--- config.mk ---
export PLATFORM = sky130hd
export DESIGN_NAME = mux_logic_unit
export DESIGN_NICKNAME = d
export VERILOG_FILES = /design/src/rtl/mux_logic_unit.sv
export SDC_FILE = /design/constraint.sdc
export NUM_CORES = 1
export LEC_CHECK = 0
export CAP_MARGIN = 30
export CORE_ASPECT_RATIO = 0.75
export CORE_UTILIZATION = 30
export CTS_BUF_LIST = sky130_fd_sc_hd__clkbuf_16
export DETAILED_ROUTE_END_ITERATION = 12
export SLEW_MARGIN = 20
export SYNTH_ARGS = -nofsm -noshare
export SYNTH_HDL_FRONTEND = slang
export SYNTH_SLANG_ARGS = --single-unit
--- constraint.sdc ---
create_clock -name clk -period 2.1 [get_ports clk]
set_input_delay 0.63 -clock clk [delete_from_list [all_inputs] [get_ports clk]]
set_output_delay 0.63 -clock clk [all_outputs]
set_load 0.005 [all_outputs]
--- src/rtl/mux_logic_unit.sv ---
// mux_logic_unit: pipelined WIDTH-bit two-operand logic unit. Every result bit
// is a 4:1 mux over a per-op truth table indexed by {a[i], b[i]}. Results pass
// through a two-entry output buffer whose head register drives y/eq/op_out, so
// there is no combinational path from the operands to the outputs.
//
// Handshake (both sides): a transfer happens on a rising edge where valid and
// ready are both 1. in_ready depends only on buffer occupancy (never on
// out_ready); out_valid means the head register holds an unconsumed result,
// and the head stays stable while out_valid && !out_ready.
module mux_logic_unit #(
    parameter int WIDTH = 8,
    parameter int CNT_W = 16
) (
    input  logic             clk,
    input  logic             rst,
    input  logic             in_valid,
    output logic             in_ready,
    input  logic [WIDTH-1:0] a,
    input  logic [WIDTH-1:0] b,
    input  logic [2:0]       op,
    input  logic             lut_we,
    input  logic [3:0]       lut_data,
    output logic             out_valid,
    input  logic             out_ready,
    output logic [WIDTH-1:0] y,
    output logic             eq,
    output logic [2:0]       op_out,
    output logic [CNT_W-1:0] txn_count
);

    // Occupancy 0..2. Entry 0 is the head (the y/eq/op_out registers
    // themselves); entry 1 is the tail slot behind it.
    logic [1:0]       occ;
    logic [3:0]       lut;
    logic [3:0]       tt;
    logic [WIDTH-1:0] res_y;
    logic             res_eq;
    logic [WIDTH-1:0] tail_y;
    logic             tail_eq;
    logic [2:0]       tail_op;
    logic             push;
    logic             pop;

    assign in_ready  = (occ != 2'd2);
    assign out_valid = (occ != 2'd0);
    assign push      = in_valid && in_ready;
    assign pop       = out_valid && out_ready;

    // Truth table for the incoming op; op 7 reads the LUT register as it was
    // before this edge, so a same-edge lut_we only affects later accepts.
    always_comb begin
        tt = 4'b0000;
        case (op)
            3'd0:    tt = 4'b1000;
            3'd1:    tt = 4'b1110;
            3'd2:    tt = 4'b0110;
            3'd3:    tt = 4'b1001;
            3'd4:    tt = 4'b0111;
            3'd5:    tt = 4'b0001;
            3'd6:    tt = 4'b1100;
            default: tt = lut;
        endcase
    end

    // Per-bit 4:1 mux plus the op-independent equality flag.
    always_comb begin
        res_y = '0;
        for (int i = 0; i < WIDTH; i++) begin
            res_y[i] = tt[{a[i], b[i]}];
        end
        res_eq = ~|(a ^ b);
    end

    // Buffer, LUT and counter state; reset wins over any same-edge accept or
    // LUT load and discards buffered results.
    always_ff @(posedge clk) begin
        if (rst) begin
            occ       <= 2'd0;
            y         <= '0;
            eq        <= 1'b0;
            op_out    <= 3'd0;
            tail_y    <= '0;
            tail_eq   <= 1'b0;
            tail_op   <= 3'd0;
            lut       <= 4'b1001;
            txn_count <= '0;
        end else begin
            if (lut_we) begin
                lut <= lut_data;
            end
            if (push) begin
                txn_count <= txn_count + CNT_W'(1);
            end
            case (occ)
                2'd0: begin
                    if (push) begin
                        y      <= res_y;
                        eq     <= res_eq;
                        op_out <= op;
                        occ    <= 2'd1;
                    end
                end
                2'd1: begin
                    if (push && pop) begin
                        // Head advances straight to the new result.
                        y      <= res_y;
                        eq     <= res_eq;
                        op_out <= op;
                    end else if (push) begin
                        tail_y  <= res_y;
                        tail_eq <= res_eq;
                        tail_op <= op;
                        occ     <= 2'd2;
                    end else if (pop) begin
                        // Empty: head registers keep their last values.
                        occ <= 2'd0;
                    end
                end
                default: begin
                    if (pop) begin
                        y      <= tail_y;
                        eq     <= tail_eq;
                        op_out <= tail_op;
                        occ    <= 2'd1;
                    end
                end
            endcase
        end
    end

endmodule

==> results_dict.tcl, run 1 <==
set metrics [dict create \
    p_per_area_nw_per_um2 548.6 \
    setup.worst_path.end_class "flop" \
    wl_um 8017 \
    vias 2874 \
    clk_pin_slew_ps 70 \
    root_buffer "clkbuf_16" \
    antenna_found_initial 0 \
    dr.pass1.iters 5 \
    final_cell_area_um2 4115 \
    rsz0062_at_grt "no" \
    grt_pass1_wl_um 13030 \
    hold_path.class "reg2reg" \
    cts_tree "done" \
    finalSetupViolCount 0 \
    p_leak_nw 1.545 \
    grt_remaining_overflow 0 \
    grt_pass1_vias 2613 \
    floorplan.rows 30 \
    synth_top_cell_area_share_pct 32.24 \
    crit_arrival_ps 2180 \
    syn-instance-count 336 \
    critPathRequiredTime_ps 2270 \
    ir_drop_mv 0.3384 \
    final_core_util_pct 44.93 \
    grt_max_degree 25 \
    die_w_um 114.7 \
    synthTopCellsByCount "dfxtp_1 (46), a21oi_1 (29), nor2_1 (27)" \
    critPathMaxStageDelay_ps 520 \
    cts_made_buffers 5 \
    port_buffers 57 \
    drc 0 \
    critPathMaxFanout 14 \
    period_needed_ps 2004 \
    timing.final.crit_share_pct 95.41 \
    synth.distinct_cells 56 \
    slew_violations 0 \
    cts.sinks 46 \
    grt_usage_pct 16.90 \
    area_delta_synth_final_pct 44.06 \
    slew_headroom_pct 59.33 \
    ys_async_sr_fraction_pct 0 \
    start_util_pct 31.19 \
    wl_per_cell_um 14.02 \
    vias_per_cell 5.024 \
    skew_ps 10.73 \
    synth-seq-cells 46 \
    status "completed" \
    ys_warn_count 0 \
    worstMarginPinSlew_ps 607.8 \
    path_cells "clkdlybuf4s50_1, nand2_1, or3_1, buf_4, o41ai_2, a211oi_1" \
    synth_area_um2 2856 \
    diodes 0 \
    worst_path_max_delay_cell "clkdlybuf4s50_1" \
    crit_family "buffers and inverters" \
    avgSynthCellArea_um2 8.501 \
    ys_seq_area_share_pct 32.24 \
    clk_path_buf_depth 2 \
    final_cells 572 \
    setup_tns_ps 0 \
    crit_buf_inv 2 \
    dieArea_um2 9920 \
    synth_top_cell_by_area "dfxtp_1" \
    crit_type "in2reg" \
    cts_htree_levels 2 \
    synth_edf_count 0 \
    fmax_mhz 499.1 \
    synthTopCellsByArea "dfxtp_1 (32%), mux4_2 (5.5%), a21oi_1 (5.1%), xor2_1 (4.3%), nor2_1 (3.5%)" \
    clk_latency_ps 290 \
    io_pins 58 \
    synth_ff_type "dfxtp_1" \
    cap_violations 0 \
    hold_viol 0 \
    hpwl_um 6016 \
    worstSetupStartpointType "input pin" \
    die-height_um 86.51 \
    core_area_um2 9159 \
    place_congestion 0.8463 \
    dp.cells 562 \
    drt_iter0_markers 155 \
    whs_ps 456.9 \
    place_area_um2 3949 \
    yosysMostFrequentCell "dfxtp_1" \
    final_nets 472 \
    drive_gt1_share_pct 22.97 \
    syn_nets 365 \
    drtAntennaViolNets 0 \
]
[timing repair]
| item | CTS | global route |
|---|---|---|
| pin swaps | 1 | 1 |
| resized for setup | 7 | 1 |
| endpoints found under the setup margin | 17 | 2 |
| setup buffers | 2 | 0 |
| hold buffers | 0 | 0 |
| hold endpoints to repair | 0 | 0 |
[sequential cells by signal (all words and copies together), names as in the netlist]
register and cells:
eq 1, lut 4, occ 2, op_out 3, tail_eq 1, tail_op 3, tail_y 8, txn_count 16
y 8
[metrics by stage]
| stage | setup slack [ps] | total power [mW] |
|---|---|---|
| floorplan | 186.3 | 1.212 |
| global placement | -394.5 | 1.479 |
| detailed placement | -464.9 | 1.490 |
| CTS | 88.48 | 2.281 |
| global route | 6.513 | 2.367 |
| finish | 96.46 | 2.258 |
[area by class of cell]
cell class	count	area, um^2
Clock buffer	5	125.1
Clock inverter	3	17.52
Fill cell	959	5044
Inverter	8	30.03
Multi-Input combinational cell	258	1789
Sequential cell	46	920.9
Tap cell	128	160.2
Timing Repair Buffer	124	1072
[cell families after synthesis]
| group | after synthesis | share of synthesized area [%] |
|---|---|---|
| buf+inv | 32 | 5.475 |
| flops | 46 | 32.24 |
| compound gates | 96 | 24.09 |
| mux | 15 | 8.410 |
| fa+ha+maj | 2 | 0.7884 |
| simple gates | 125 | 22.87 |
| xor+xnor | 20 | 6.132 |
[per-layer routing]
layer  up-vias  GRT usage (%)  wire length, um
met5         -              0                0
met4         0          4.486               59
met3         4          3.217              488
met2        90          26.12             3491
met1      1332          24.10             3978
li1       1448              -                -
[path summary, 6_finish.rpt]
| path | slack (ps) | depth (start not counted) | startpoint | end |
|---|---|---|---|---|
| max | 100 | 6 | in_valid | tail_y[4] |
| min | 460 | 2 | tail_op[0] | tail_op[0] |
| max reg2reg | 440 | 5 | lut[0] | tail_y[4] |
| min reg2reg | 460 | 2 | tail_op[0] | tail_op[0] |
[worst reg2reg max path, delay by kind of cell (launching register included)]
family,cells,cell delay (ps)
multiplexers,1,490
AO/OA/AOI/OAI,2,400
AND/OR/NAND/NOR,2,350
flip-flops,1,310
[placed cells by master, fill, tap and decap left out, types with 4 or more instances in the layout]
cell type / n
a211oi_1: 12
a21oi_1: 29
a22oi_1: 6
buf_4: 66
clkbuf_16: 5
clkdlybuf4s50_1: 53
dfxtp_1: 46
dlygate4sd2_1: 4
inv_1: 9
mux2i_1: 6
mux4_2: 7
nand2_1: 26
nand2b_1: 16
nand3_1: 7
nand4_1: 5
nor2_1: 27
nor2b_1: 6
nor3_1: 11
o21ai_0: 11
o22ai_1: 7
o31ai_1: 8
o41ai_2: 6
or2_2: 5
or3_1: 6
xnor2_1: 6
xor2_1: 14
[power breakdown]
| part | switching (mW) | leakage (nW) | internal (mW) | total (mW) |
|---|---|---|---|---|
| Clock | 0.342 | 0.0750 | 0.437 | 0.779 |
| Combinational | 0.245 | 1.09 | 0.293 | 0.538 |
| Sequential | 0.0279 | 0.375 | 0.913 | 0.941 |
Note: power is estimated with default switching activity, not from simulation.
==> run 2: changes to the inputs <==
- SETUP_SLACK_MARGIN: unset -> 0.5
==> results_dict.tcl, run 2 (synthesis gave the netlist of run 1 again) <==
set metrics [dict create \
    largest_register "txn_count" \
    ir_drop_mv 0.3222 \
    worstMarginPinSlew_ps 421.7 \
    worst_hold_path.endpoint "tail_op[2]" \
    min_from "tail_op[2]" \
    dp.cells 544 \
    dieArea_um2 9920 \
    cts_htree_levels 2 \
    drtAntennaViolNets 0 \
    area_delta_synth_final_pct 67.67 \
    timing.final.crit_share_pct 80.30 \
    place_area_um2 3875 \
    wl_um 9238 \
    regArea_um2 960.9 \
    critPathMaxFanout 6 \
    cts_tree "done" \
    final_nets 482 \
    wl_met2_um 4276 \
    reg2regPathDepth 6 \
    status "completed" \
    hpwl_um 5861 \
    worstSetupStartpointType "input pin" \
    timing.rr.start "occ[0]" \
    vias_per_cell 5.242 \
    reg.largest.list "txn_count x16, tail_y x8, y x8" \
    vias 3051 \
    grt_max_degree 39 \
    grt_remaining_overflow 0 \
    p_int_mw 1.811 \
    largest_reg_flops 16 \
    die_w_um 114.7 \
    diodes 0 \
    cp_common_cell "o31ai_2" \
    drc 0 \
    port_buffers 57 \
    slew_headroom_pct 71.89 \
    finalSetupViolCount 0 \
    wl_met1_um 4146 \
    critPathMaxStageDelay_ps 310 \
    worst_path_max_delay_cell "a221o_1" \
    io_pins 58 \
    period_needed_ps 1686 \
    finalPower_mw 2.506 \
    highest_layer "met4" \
    skew_ps 11.53 \
    regToRegEndpoint "tail_y[6]" \
    dr.pass1.iters 5 \
    die-height_um 86.51 \
    grt_pass1_vias 2822 \
    drt_iter0_markers 157 \
    floorplan.rows 30 \
    p_per_area_nw_per_um2 523.2 \
    critPathRequiredTime_ps 2300 \
    p_seq_share_pct 37.4 \
    final_cells 582 \
    cts_made_buffers 5 \
    combPwrFrac_pct 26.8 \
    hold_viol 0 \
    wl_met3_um 700 \
    slew_violations 0 \
    whs_path_depth 2 \
    crit_arrival_ps 1890 \
    whs_ps 457.5 \
    fmax_mhz 593.0 \
    p_clk_share_pct 35.9 \
    setup_tns_ps 0 \
    final_cell_area_um2 4790 \
    clk_path_buf_depth 2 \
    drive_gt1_share_pct 47.14 \
    clk_pin_slew_ps 70 \
    clk_latency_ps 290 \
    rsz0062_at_grt "yes" \
    ff2ff_setup_slack_ps 450 \
    place_congestion 0.8143 \
    antenna_found_initial 0 \
    root_buffer "clkbuf_16" \
    crit_type "in2reg" \
    final_cell_mix "buf_4 (54), dlygate4sd2_1 (29), nand2_1 (24), dfxtp_1 (24), nor2_1 (23)" \
    multi_input_area_um2 2206 \
    hold_path.class "reg2reg" \
    p_leak_nw 1.962 \
    grt_usage_pct 18.45 \
    start_util_pct 31.19 \
    setup.worst_path.end_class "flop" \
    wl_per_cell_um 15.87 \
    cap_violations 0 \
    final_common_cell "buf_4" \
    cts.sinks 46 \
    core_area_um2 9159 \
    crit_start "op[1]" \
    nFillCells 841 \
    grt_pass1_wl_um 14280 \
    sw_frac_of_total_pct 27.74 \
    path_cells "buf_12, buf_12, nor2b_4, a221o_1, o31ai_2, o31ai_2, o31ai_2" \
    p_switching_uw 695.0 \
]
run 2: metal layers:
metal / up-vias / track usage, %
li1: 1480 / -
met1: 1455 / 25.98
met2: 108 / 29.37
met3: 8 / 3.497
met4: 0 / 4.014
met5: - / 0
run 2: through the flow:
| step | utilization [%] | setup slack (ps) |
|---|---|---|
| finish | 52.30 | 413.6 |
| global placement | 42.31 | -365.7 |
| floorplan | - | 217.7 |
| detailed placement | 42.31 | -449.8 |
| CTS | 49.33 | 351.6 |
| global route | 52.30 | 382.3 |
run 2: power groups by stage:
stage | clock network [mW] | registers [mW] | logic [mW]
after floorplan | 0 | 0.956 | 0.270
after global placement | 0 | 0.959 | 0.513
after detailed placement | 0 | 0.960 | 0.519
after CTS | 0.910 | 0.936 | 0.602
after global routing | 0.943 | 0.941 | 0.714
final | 0.899 | 0.936 | 0.671
run 2: worst max-delay path by stage:
stage           endpoint  slack (ps)
6_report       tail_y[7]         410
3_5_place_dp   tail_y[4]        -450
5_1_grt        tail_y[7]         380
2_1_floorplan  tail_y[0]         220
3_3_place_gp   tail_y[4]        -370
4_1_cts        tail_y[4]         350
run 2: worst max-delay path, delay by kind of cell:
family	cells	cell delay, ps
buffers and inverters	2	250
and+or+nand+nor	1	120
AOI/OAI and AO/OA	4	890
run 2: what timing repair did:
action | 4_1_cts | 5_1_grt
gates resized for setup | 200 | 61
hold buffers | 0 | 0
setup buffers | 21 | 5
pin swaps | 37 | 27
gates cloned | 4 | 0
endpoints found under the setup margin | 67 | 28
run 2: cell type report:
class	instances	area share, %
clock buffers	5	2.612
flip-flops and latches	46	20.06
inverters	8	0.7053
multi-input cells	258	46.06
clock inverters	3	0.7837
well taps	128	3.344
repair buffers	134	26.44
==> run 3: changes to the inputs <==
- clock period: 2.1 -> 1.4 ns (I/O delays scaled with it)
==> results_dict.tcl, run 3 (synthesis gave the netlist of run 1 again) <==
set metrics [dict create \
    combPwrFrac_pct 28.7 \
    final_nets 532 \
    multi_input_area_um2 2371 \
    timing.rr.start "lut[0]" \
    drc 0 \
    core_area_um2 9159 \
    regToRegEndpoint "tail_y[3]" \
    area_delta_synth_final_pct 87.91 \
    endpoint "tail_y[3]" \
    layout_setup_ws_ps -220.4 \
    fmax_mhz 617.1 \
    hold_path.class "in2reg" \
    nFillCells 774 \
    ff2ff_setup_slack_ps -220 \
    final_cell_mix "buf_4 (84), buf_6 (55), dfxtp_2 (24)" \
    final_cell_area_um2 5368 \
    cts_tree "done" \
    floorplan.rows 30 \
    clk_path_buf_depth 2 \
    diodes 0 \
    grt_max_degree 20 \
    p_clk_share_pct 35.2 \
    drt_iter0_markers 132 \
    dr.pass1.iters 4 \
    crit_type "reg2reg" \
    wl_um 9875 \
    clk_latency_ps 290 \
    whs_ps 464.2 \
    p_leak_nw 2.231 \
    drtAntennaViolNets 0 \
    die-height_um 86.51 \
    clk_pin_slew_ps 70 \
    worstSetupStartpointType "flop" \
    slew_violations 0 \
    skew_ps 6.008 \
    io_pins 58 \
    grt_remaining_overflow 0 \
    ir_drop_mv 0.4112 \
    cts_htree_levels 2 \
    critPathMaxFanout 7 \
    cts_made_buffers 5 \
    violations "setup timing" \
    critPathRequiredTime_ps 1580 \
    cts_hold_buf 0 \
    hpwl_um 6168 \
    setup.worst_path.end_class "flop" \
    grt_pass1_vias 3025 \
    finalSetupViolCount 26 \
    die_w_um 114.7 \
    vias 3174 \
    reg.largest.list "txn_count x16, tail_y x8, y x8" \
    p_switching_mw 1.098 \
    dp.cells 568 \
    crit_start "lut[0]" \
    start_util_pct 31.19 \
    setup_tns_ps -2471 \
    port_buffers 57 \
    p_seq_share_pct 36.1 \
    final_cells 632 \
    grt_pass1_wl_um 15370 \
    rsz0062_at_grt "yes" \
    vias_per_cell 5.022 \
    p_int_mw 2.797 \
    cap_violations 0 \
    worstMarginPinSlew_ps 334.9 \
    wl_per_cell_um 15.63 \
    reg2regPathDepth 5 \
    period_needed_ps 1620 \
    crit_arrival_ps 1800 \
    finalPower_mw 3.895 \
    grt_usage_pct 19.83 \
    slew_headroom_pct 77.54 \
    antenna_found_initial 0 \
    timing.final.crit_share_pct 115.7 \
    hold_viol 0 \
    sw_frac_of_total_pct 28.18 \
    root_buffer "clkbuf_16" \
    regArea_um2 984.7 \
    p_per_area_nw_per_um2 725.7 \
    cts.sinks 46 \
    status "finished with violations" \
    dieArea_um2 9920 \
    drive_gt1_share_pct 64.88 \
    final_common_cell "buf_4" \
    place_congestion 0.8397 \
    place_area_um2 4140 \
    largest_register "txn_count" \
    largest_reg_flops 16 \
]
## run 3: cell types whose count changed in the layout (fill, tap and decap cells not counted), moves of 4 or more
cell,before,now
buf_2,10,23
buf_4,54,84
buf_6,18,55
dfxtp_1,24,13
dfxtp_2,17,24
dfxtp_4,5,9
dlygate4sd2_1,29,2
nand2_1,24,20
nand2_4,0,4
nand3_1,6,1
nor2_1,23,19
nor2_4,3,8
## run 3: power groups by stage
stage	Sequential, mW	Combinational (mW)	Clock [mW]
after global routing	1.41	1.20	1.44
final	1.41	1.12	1.37
after detailed placement	1.44	0.817	0
after floorplan	1.44	0.439	0
after global placement	1.44	0.807	0
after CTS	1.40	1.00	1.40
## run 3: cell type report
cell class | count | area share [%]
clock inverter | 3 | 0.6993
tap | 128 | 2.984
sequential | 46 | 18.34
multi-input combinational | 258 | 44.17
clock buffer | 5 | 2.331
inverter | 8 | 0.5594
timing repair buffer | 184 | 30.91
## run 3: timing repair
item / CTS / global route
resized for setup: 343 / 61
gates cloned: 4 / 0
buffers inserted: 42 / 10
endpoints found under the hold margin: 0 / 0
pin swaps: 61 / 40
endpoints found under the setup margin: 76 / 74
## run 3: worst max-delay path, cell delays in order, from the launching register on
cell      delay [ps]
dfxtp_2          320
nand2b_4         130
and2_4           160
mux4_2           480
o41ai_2          340
a211oi_1          70
## run 3: layer usage
metal	GRT usage, %	vias to the layer above	wire length, um
li1	-	1576	-
met1	27.80	1510	4605
met2	31.40	77	4652
met3	4.056	11	506
met4	4.486	0	112
met5	0	-	0
## run 3: how the worst min path moves through the flow
stage                     start          to  slack [ps]  depth (start not counted)
floorplan            tail_op[0]  tail_op[0]         440                          2
global placement     tail_op[1]  tail_op[1]         450                          2
detailed placement    tail_y[6]        y[6]         460                          2
CTS                 lut_data[3]      lut[3]         460                          2
global route        lut_data[3]      lut[3]         480                          2
finish              lut_data[3]      lut[3]         460                          2
## run 3: metrics by stage
| stage | utilization (%) | worst slack, ps |
|---|---|---|
| floorplan | - | -272.3 |
| global placement | 45.20 | -849.7 |
| detailed placement | 45.20 | -879.2 |
| CTS | 54.74 | -222.7 |
| global route | 58.61 | -269.9 |
| finish | 58.61 | -220.4 |
